--- config.mk ---
export PLATFORM = sky130hd
export DESIGN_NAME = alu_exec_unit
export DESIGN_NICKNAME = d
export VERILOG_FILES = /design/src/rtl/alu_pkg.sv /design/src/rtl/alu_op_decode.sv /design/src/rtl/alu_exec_unit.sv
export SDC_FILE = /design/constraint.sdc
export NUM_CORES = 1
export LEC_CHECK = 0
export ABC_CLOCK_PERIOD_IN_PS = 4720
export CORE_MARGIN = 5
export CORE_UTILIZATION = 30
export CTS_CLUSTER_DIAMETER = 80
export CTS_CLUSTER_SIZE = 14
export DETAILED_ROUTE_END_ITERATION = 7
export HOLD_SLACK_MARGIN = 0.03
export PLACE_DENSITY_LB_ADDON = 0.15
export SLEW_MARGIN = 20
export SYNTH_ARGS = -nofsm -noshare
export SYNTH_HDL_FRONTEND = slang
export SYNTH_HIERARCHICAL = 1
export SYNTH_SLANG_ARGS = --single-unit
--- constraint.sdc ---
create_clock -name clk -period 4.72 [get_ports clk]
set_input_delay 0.472 -clock clk [delete_from_list [all_inputs] [get_ports clk]]
set_output_delay 0.472 -clock clk [all_outputs]
set_load 0.005 [all_outputs]
--- src/rtl/alu_pkg.sv ---
// alu_pkg: shared op, class and FSM state encodings for the ALU execution unit
package alu_pkg;
  typedef enum logic [2:0] {OP_ADD, OP_SUB, OP_AND, OP_OR, OP_XOR, OP_SLT, OP_MOD, OP_ILL} alu_op_e;
  typedef enum logic [1:0] {S_IDLE, S_ITER, S_DONE} state_e;
  localparam logic [1:0] CLS_LS = 2'b00;
  localparam logic [1:0] CLS_BR = 2'b01;
  localparam logic [1:0] CLS_R  = 2'b10;
  localparam logic [1:0] CLS_I  = 2'b11;
endpackage

--- src/rtl/alu_op_decode.sv ---
// alu_op_decode: maps aluop/funct/opcode onto the internal op encoding
module alu_op_decode
  import alu_pkg::*;
(
  input  logic [1:0] aluop,
  input  logic [3:0] funct,
  input  logic [2:0] opcode,
  output alu_op_e    op
);
  alu_op_e r_op, i_op;
  assign r_op = funct == 4'b0000 ? OP_ADD :
                funct == 4'b0001 ? OP_SUB :
                funct == 4'b0010 ? OP_MOD :
                funct == 4'b1101 ? OP_XOR : OP_ILL;
  assign i_op = opcode == 3'b001 ? OP_AND :
                opcode == 3'b010 ? OP_OR  :
                opcode == 3'b011 ? OP_ADD :
                opcode == 3'b100 ? OP_SLT : OP_ILL;
  assign op = aluop == CLS_LS ? OP_ADD :
              aluop == CLS_BR ? OP_SUB :
              aluop == CLS_R  ? r_op   : i_op;
endmodule

--- src/rtl/alu_exec_unit.sv ---
// alu_exec_unit: handshaked ALU with single-cycle ops and a WIDTH-cycle restoring MOD
module alu_exec_unit
  import alu_pkg::*;
#(
  parameter int WIDTH = 16
) (
  input  logic             clk,
  input  logic             rst,
  input  logic [1:0]       aluop,
  input  logic [3:0]       funct,
  input  logic [2:0]       opcode,
  input  logic [WIDTH-1:0] a,
  input  logic [WIDTH-1:0] b,
  input  logic             in_valid,
  output logic             in_ready,
  output logic [WIDTH-1:0] result,
  output logic             zero,
  output logic             overflow,
  output logic             divzero,
  output logic             illegal,
  output logic             out_valid,
  input  logic             out_ready
);
  localparam int CW = $clog2(WIDTH + 1);
  alu_op_e op;
  state_e state, state_n;
  logic [WIDTH-1:0] b_r, rem, quo, rem_n, res_c, sum, diff;
  logic [WIDTH:0] t;
  logic [CW-1:0] cnt;
  logic accept, start_mod, ovf_c, ge, slt;
  alu_op_decode u_dec (.aluop(aluop), .funct(funct), .opcode(opcode), .op(op));
  assign in_ready  = !rst && (state == S_IDLE || (state == S_DONE && out_ready));
  assign out_valid = state == S_DONE;
  assign accept    = in_valid && in_ready;
  assign start_mod = op == OP_MOD && b != '0;
  assign sum       = a + b;
  assign diff      = a - b;
  assign slt       = $signed(a) < $signed(b);
  assign t         = {rem, quo[WIDTH-1]};
  assign ge        = t >= {1'b0, b_r};
  assign rem_n     = ge ? WIDTH'(t - {1'b0, b_r}) : t[WIDTH-1:0];
  always_comb begin
    res_c = op == OP_ADD ? sum :
            op == OP_SUB ? diff :
            op == OP_AND ? a & b :
            op == OP_OR  ? a | b :
            op == OP_XOR ? a ^ b :
            op == OP_SLT ? {{(WIDTH-1){1'b0}}, slt} :
            op == OP_MOD ? a : '0;
    ovf_c = op == OP_ADD ? (a[WIDTH-1] == b[WIDTH-1] && sum[WIDTH-1] != a[WIDTH-1]) :
            op == OP_SUB ? (a[WIDTH-1] != b[WIDTH-1] && diff[WIDTH-1] != a[WIDTH-1]) : 1'b0;
  end
  always_comb begin
    state_n = state;
    if (state == S_ITER && cnt == CW'(1)) state_n = S_DONE;
    if (state == S_DONE && out_ready) state_n = S_IDLE;
    if (accept) state_n = start_mod ? S_ITER : S_DONE;
  end
  always_ff @(posedge clk) state <= rst ? S_IDLE : state_n;
  always_ff @(posedge clk) begin
    if (rst) begin
      {result, zero, overflow, divzero, illegal} <= '0;
      {b_r, rem, quo} <= '0;
      cnt <= '0;
    end else if (accept) begin
      b_r <= b;
      quo <= a;
      rem <= '0;
      cnt <= start_mod ? CW'(WIDTH) : '0;
      if (!start_mod) begin
        result   <= res_c;
        zero     <= res_c == '0;
        overflow <= ovf_c;
        divzero  <= op == OP_MOD;
        illegal  <= op == OP_ILL;
      end
    end else if (state == S_ITER) begin
      rem <= rem_n;
      quo <= {quo[WIDTH-2:0], ge};
      cnt <= cnt - CW'(1);
      if (cnt == CW'(1)) {result, zero, overflow, divzero, illegal} <= {rem_n, rem_n == '0, 3'b000};
    end
  end
endmodule

## Yosys cells after proc, flatten, opt, wreduce, memory -nomap -nowiden

Cells that the tools add are included.

| word-level totals | value |
|---|---|
| flip-flop bits (word level) | 75 |
| output and inout bits | 22 |
| word-level logic and storage cells | 110 |

| operators by class | value |
|---|---|
| add/sub/neg operators | 4 |
| magnitude comparators | 2 |
| equal/unequal tests | 24 |
| mux-type cells | 46 |
| bitwise gates (word level) | 3 |
| reductions and logical operators | 21 |

Operators with widths:

| kind | count |
|---|---|
| 2-to-1 mux 16 bit | 14 |
| zero test 16 bit | 2 |
| subtractor 16 bit | 2 |
| 2-to-1 mux 3 bit | 9 |
| >= comparator 17 x 16 -> 1 bit | 1 |
| adder 16 bit | 1 |
| bitwise AND 16 bit | 1 |
| less-than comparator 16 bit | 1 |
| OR 16 bit | 1 |
| nonzero test 16 bit | 1 |
| XOR 16 bit | 1 |
| equality test 3 bit, second input constant | 5 |
| 2-to-1 mux 5 bit | 3 |
| 2-to-1 mux 1 bit | 14 |
| equality test 3 x 2 -> 1 bit, second input constant | 4 |
| 2-to-1 mux 2 bit | 6 |
| logical AND 1 bit | 7 |
| equality test 3 x 1 -> 1 bit, second input constant | 2 |
| equality test 5 x 1 -> 1 bit, second input constant | 1 |
| subtractor 5 x 1 -> 5 bit, second input constant | 1 |
| equality test 2 x 1 -> 1 bit, second input constant | 2 |
| equality test 2 bit, second input constant | 2 |
| equality test 4 x 1 -> 1 bit, second input constant | 1 |
| equality test 4 x 2 -> 1 bit, second input constant | 1 |
| other kinds (13) | 17 |

## Logic depth before layout (Yosys ltp)

| depth | value |
|---|---|
| depth in word-level cells | 19 |
| mapped depth | 15 |
| gate-level depth less buffers | 13 |

## Hierarchy

The synthesis kept the hierarchy.

By module, submodules not included:

| module | instances | cells each | area each (um2) | sequential area each (um2) |
|---|---|---|---|---|
| alu_exec_unit | 1 | 900 | 6812.8 | 1501.4 |
| alu_op_decode | 1 | 17 | 96.3 | 0.0 |

## Worst setup path before layout

No wires, ideal clock.

| timing | value |
|---|---|
| path type | input -> register |
| from | input funct[3] |
| to | register zero |
| library setup time | 0.073 ns |
| arrival | 3.046 ns |
| data required time | 4.647 ns |
| setup slack | 1.601 ns |
| stages on the path | 11 |
| buffers on the path | 1 |
| path through | or2_1 > o31ai_1 > a21oi_1 > or3_1 > clkbuf_1 > o221a_1 > o221a_1 > or4_1 > nor4_2 > nand4_1 > o211ai_2 |

RTL lines:

| element | RTL line | RTL |
|---|---|---|
| from (decl) | alu_exec_unit.sv:10 | `input logic [3:0] funct,` |
| equality test 4 x 1 -> 1 bit | alu_op_decode.sv:12 | `funct == 4'b0001 ? OP_SUB :` |
| 2-to-1 mux 3 bit | alu_op_decode.sv:12 |  |
| 2-to-1 mux 3 bit (*) | alu_op_decode.sv:11 | `assign r_op = funct == 4'b0000 ? OP_ADD :` |
| 2-to-1 mux 3 bit (*) | alu_op_decode.sv:21 | `aluop == CLS_R ? r_op : i_op;` |
| 2-to-1 mux 3 bit (*) | alu_op_decode.sv:20 | `aluop == CLS_BR ? OP_SUB :` |
| 2-to-1 mux 3 bit (*) | alu_op_decode.sv:19 | `assign op = aluop == CLS_LS ? OP_ADD :` |
| named net op[2] | alu_exec_unit.sv:25 | `alu_op_e op;` |
| equality test 3 bit | alu_exec_unit.sv:35, alu_exec_unit.sv:49 |  |
| (+2 left out) | - |  |
| 2-to-1 mux 16 bit | alu_exec_unit.sv:47 | `op == OP_XOR ? a ^ b :` |
| 2-to-1 mux 16 bit | alu_exec_unit.sv:46 | `op == OP_OR ? a \| b :` |
| 2-to-1 mux 16 bit | alu_exec_unit.sv:45 | `op == OP_AND ? a & b :` |
| 2-to-1 mux 16 bit | alu_exec_unit.sv:44 | `op == OP_SUB ? diff :` |
| 2-to-1 mux 16 bit | alu_exec_unit.sv:43 | `res_c = op == OP_ADD ? sum :` |
| zero test 16 bit | alu_exec_unit.sv:72 | `zero <= res_c == '0;` |
| 2-to-1 mux 1 bit | alu_exec_unit.sv:70 | `if (!start_mod) begin` |
| 2-to-1 mux 1 bit | alu_exec_unit.sv:65 | `end else if (accept) begin` |
| to (signal assigned) | alu_exec_unit.sv:81 | `if (cnt == CW'(1)) {result, zero, overflow, divzero, illegal} <= {rem_n, rem_n == '0, 3'b000};` |
| to (decl) | alu_exec_unit.sv:17 | `output logic zero,` |

Mark *: on every way through the listed nets, which the timed path passes. The rest lies on a longest branch. The select of a mux whose other input is x is not followed.
A chain may end at the register's enable or synchronous reset.

## Worst setup path after layout

| timing | value |
|---|---|
| from | register b_r[6] |
| to | register zero |

| between the ends | value |
|---|---|
| longest elaborated chain between the ends | 6 |

Ends and longest elaborated chain:

| element | RTL line | RTL |
|---|---|---|
| from (decl) | alu_exec_unit.sv:27 | `logic [WIDTH-1:0] b_r, rem, quo, rem_n, res_c, sum, diff;` |
| from (signal assigned) | alu_exec_unit.sv:63 | `{b_r, rem, quo} <= '0;` |
| from (signal assigned) | alu_exec_unit.sv:66 | `b_r <= b;` |
| subtractor 16 bit / >= comparator 17 x 16 -> 1 bit (equally long branches) | alu_exec_unit.sv:41, alu_exec_unit.sv:40 |  |
| 2-to-1 mux 16 bit (*) | alu_exec_unit.sv:41 | `assign rem_n = ge ? WIDTH'(t - {1'b0, b_r}) : t[WIDTH-1:0];` |
| zero test 16 bit (*) | alu_exec_unit.sv:81 |  |
| 2-to-1 mux 1 bit (*) | alu_exec_unit.sv:81 |  |
| 2-to-1 mux 1 bit (*) | alu_exec_unit.sv:77 | `end else if (state == S_ITER) begin` |
| 2-to-1 mux 1 bit (*) | alu_exec_unit.sv:65 |  |

Every way passes the cells marked *; elsewhere a longest branch is shown, timed or not. The select of a mux whose other input is x is not followed.

==> qor.csv <==
metric,value,unit
grt-ovfl-total,0,
synth_edf_count,0,
timing.fmax,0.2595,GHz
crit_slowest_cell,o31a_1,
start_kind,flip-flop,
drv_slew,0,
cap_violations,0,
p_total,0.002242,W
post_cts_buffers,0,
cts_resized,0,
worst_ep_required_time,5.00,ns
drive_gt1_frac,0.06146,
cp_max_fo,14,
syn_area,0.006909,sq mm
period_needed,3.853,ns
synth-seq-cells,75,
firstDrtPassIters,5,
wirelength,24.13,mm
whs,0.4533,ns
cpPeakStageDelay,0.78,ns
area_delta_synth_final,18.53,%
status,"complete, no violations",
clock-root-buffer,clkbuf_16,
die_w,161.8,um
leakage,3.254,nW
avgSynthCellArea,7.534,sq um
wl_per_cell,19.38,um
synthDistinctLibCells,85,
worstSetupPathType,reg -> reg,
rows,55,
fp.dieH,161.8,um
cts_sinks,75,
antenna_found_initial,0,
fp.dieArea,0.02616,sq mm
fin_setup_tns,0,ns
rsz0062_at_grt,no,
end_kind,flip-flop,
coreArea,0.02264,sq mm
clock_latency,0.35,ns
clkTransAtPathRegs,0.07,ns
vias_per_cell,5.532,
tightest_slew,1.013,ns
synth-seq-area-share,0.2173,
cts_buffers,9,
hold_violations,0,
gp_congestion,0.8479,
hold_path_class,reg -> reg,
grt_pass1_vias,6625,
syn_inst,917,
clockBufferDepth,2,
cts_tree,done,
synthArstFlopShare,0,
yosys_most_used_dff,dfxtp_1,
diodes,0,
crit_path_cell_trace,inv_1 > ha_1 > a211oi_1 > o21bai_1 > or4_1 > o22ai_1 > o31a_1 > mux2_2 > nor3b_1 > nand4_1 > o211ai_2,
fin_crit_sh,0.8164,
setup_violations,0,
grt_usage,0.1827,
drc,0,
drtIter0Drc,472,
routed-via-count,6887,
vdd_drop_max,0.0001854,V
initial_core_util,0.3052,
io_buffer_count,66,
skew,0.01230,ns
num_io_pins,67,
ant_nets,0,
grt_pass1_wl,38.14,mm
max-slew-margin-rel,0.3212,
dp_hpwl,18.49,mm
grt_max_degree,59,
cts_hold_buffers,0,
arrival,4.14,ns
synth-warning-count,6,
h-tree-depth,3,
nNetsFinal,1069,
power_density,273.8,mW/mm^2
synth_fp_nets,1031,
## worst paths after layout
check                               start                 endpoint  slack (ns)  cells after the start
setup reg to reg      b_r[6]$_SDFFE_PP0P_        zero$_SDFFE_PP0P_        0.87                     11
setup / recovery      b_r[6]$_SDFFE_PP0P_        zero$_SDFFE_PP0P_        0.87                     11
hold reg to reg   result[12]$_SDFFE_PP0P_  result[12]$_SDFFE_PP0P_        0.45                      2
hold / removal    result[12]$_SDFFE_PP0P_  result[12]$_SDFFE_PP0P_        0.45                      2
## metrics by stage
stage,setup WS (ns),std cells,area [sq um],utilization
2_1_floorplan,1.601,917,6909,-
3_3_place_gp,0.5681,1229,7861,0.3472
3_5_place_dp,0.5813,1229,7861,0.3472
4_1_cts,0.8920,1245,8189,0.3617
5_1_grt,0.6394,1245,8189,0.3617
6_report,0.8668,1245,8189,0.3617
## flip-flops by register name, indices dropped and copies added (netlist names)
register / cells
b_r: 16
cnt: 5
divzero: 1
illegal: 1
overflow: 1
quo: 16
rem: 16
result: 16
state: 2
zero: 1
## metal layers
metal	part of all wire	global-route usage	vias to the layer above
li1	-	-	3439
met1	0.51	0.2727	3257
met2	0.43	0.2820	174
met3	0.043	0.02385	17
met4	0.013	0.03768	0
met5	0	0	-
## cell type report
cell class,count,area [sq um]
fillers,2397,14450
clock inverters,5,85.08
multi-input cells,707,4916
repair buffers,85,798.3
flip-flops and latches,75,1501
clock buffers,11,242.7
well taps,285,356.6
inverters,77,289.0
## critical path, delay by kind of cell (launching register included)
family | cells | cell delay, ns
multiplexers | 1 | 0.46
flip-flops | 1 | 0.31
AO/OA/AOI/OAI | 5 | 1.70
AND/OR/NAND/NOR | 3 | 0.86
adder cells (fa/ha/maj) | 1 | 0.38
buffers and inverters | 1 | 0.07
## layout by cell type (no fill, tap or decap), types with 15 or more instances in the layout
cell and n:
buf_4 19, nor3_1 23, o21ai_0 29, o31ai_1 22
a211oi_1 30, mux2i_1 21, nor2_1 95, a22oi_1 21
ha_1 66, inv_1 76, nand3_1 15, nand2_1 68
a21oi_1 80, dfxtp_1 75, clkdlybuf4s50_1 65
## kinds of logic after synthesis
| logic type | after synthesis | share of synthesized area |
|---|---|---|
| adder cells (fa/ha/maj) | 69 | 0.1282 |
| multiplexers | 27 | 0.04183 |
| flip-flops | 75 | 0.2173 |
| XOR/XNOR | 17 | 0.02155 |
| AO/OA/AOI/OAI | 303 | 0.3050 |
| AND/OR/NAND/NOR | 291 | 0.2086 |
| buffers and inverters | 135 | 0.07751 |
## synth_stat cells, types with 10 or more instances
master,count,area (sq um)
nor2_1,96,360.4
a21oi_1,81,405.4
inv_1,76,285.3
dfxtp_1,75,1501
nand2_1,68,255.2
ha_1,66,825.8
clkbuf_1,41,153.9
a211oi_1,30,225.2
o21ai_0,29,145.1
nor3_1,23,115.1
o31ai_1,23,172.7
a22oi_1,21,157.7
mux2i_1,21,210.2
nand3_1,15,75.07
nand4_1,12,75.07
nor4_1,12,75.07
a21o_1,10,75.07
nand2b_1,10,62.56
nor2b_1,10,62.56
xor2_1,10,87.58
## report_power, final
| part | leakage [nW] | total (W) | internal, W | switching (W) |
|---|---|---|---|---|
| registers | 0.611 | 0.000685 | 0.000665 | 0.0000202 |
| clock network | 0.156 | 0.000780 | 0.000481 | 0.000299 |
| logic | 2.49 | 0.000778 | 0.000313 | 0.000464 |
Power figures use the tool's default switching activity.
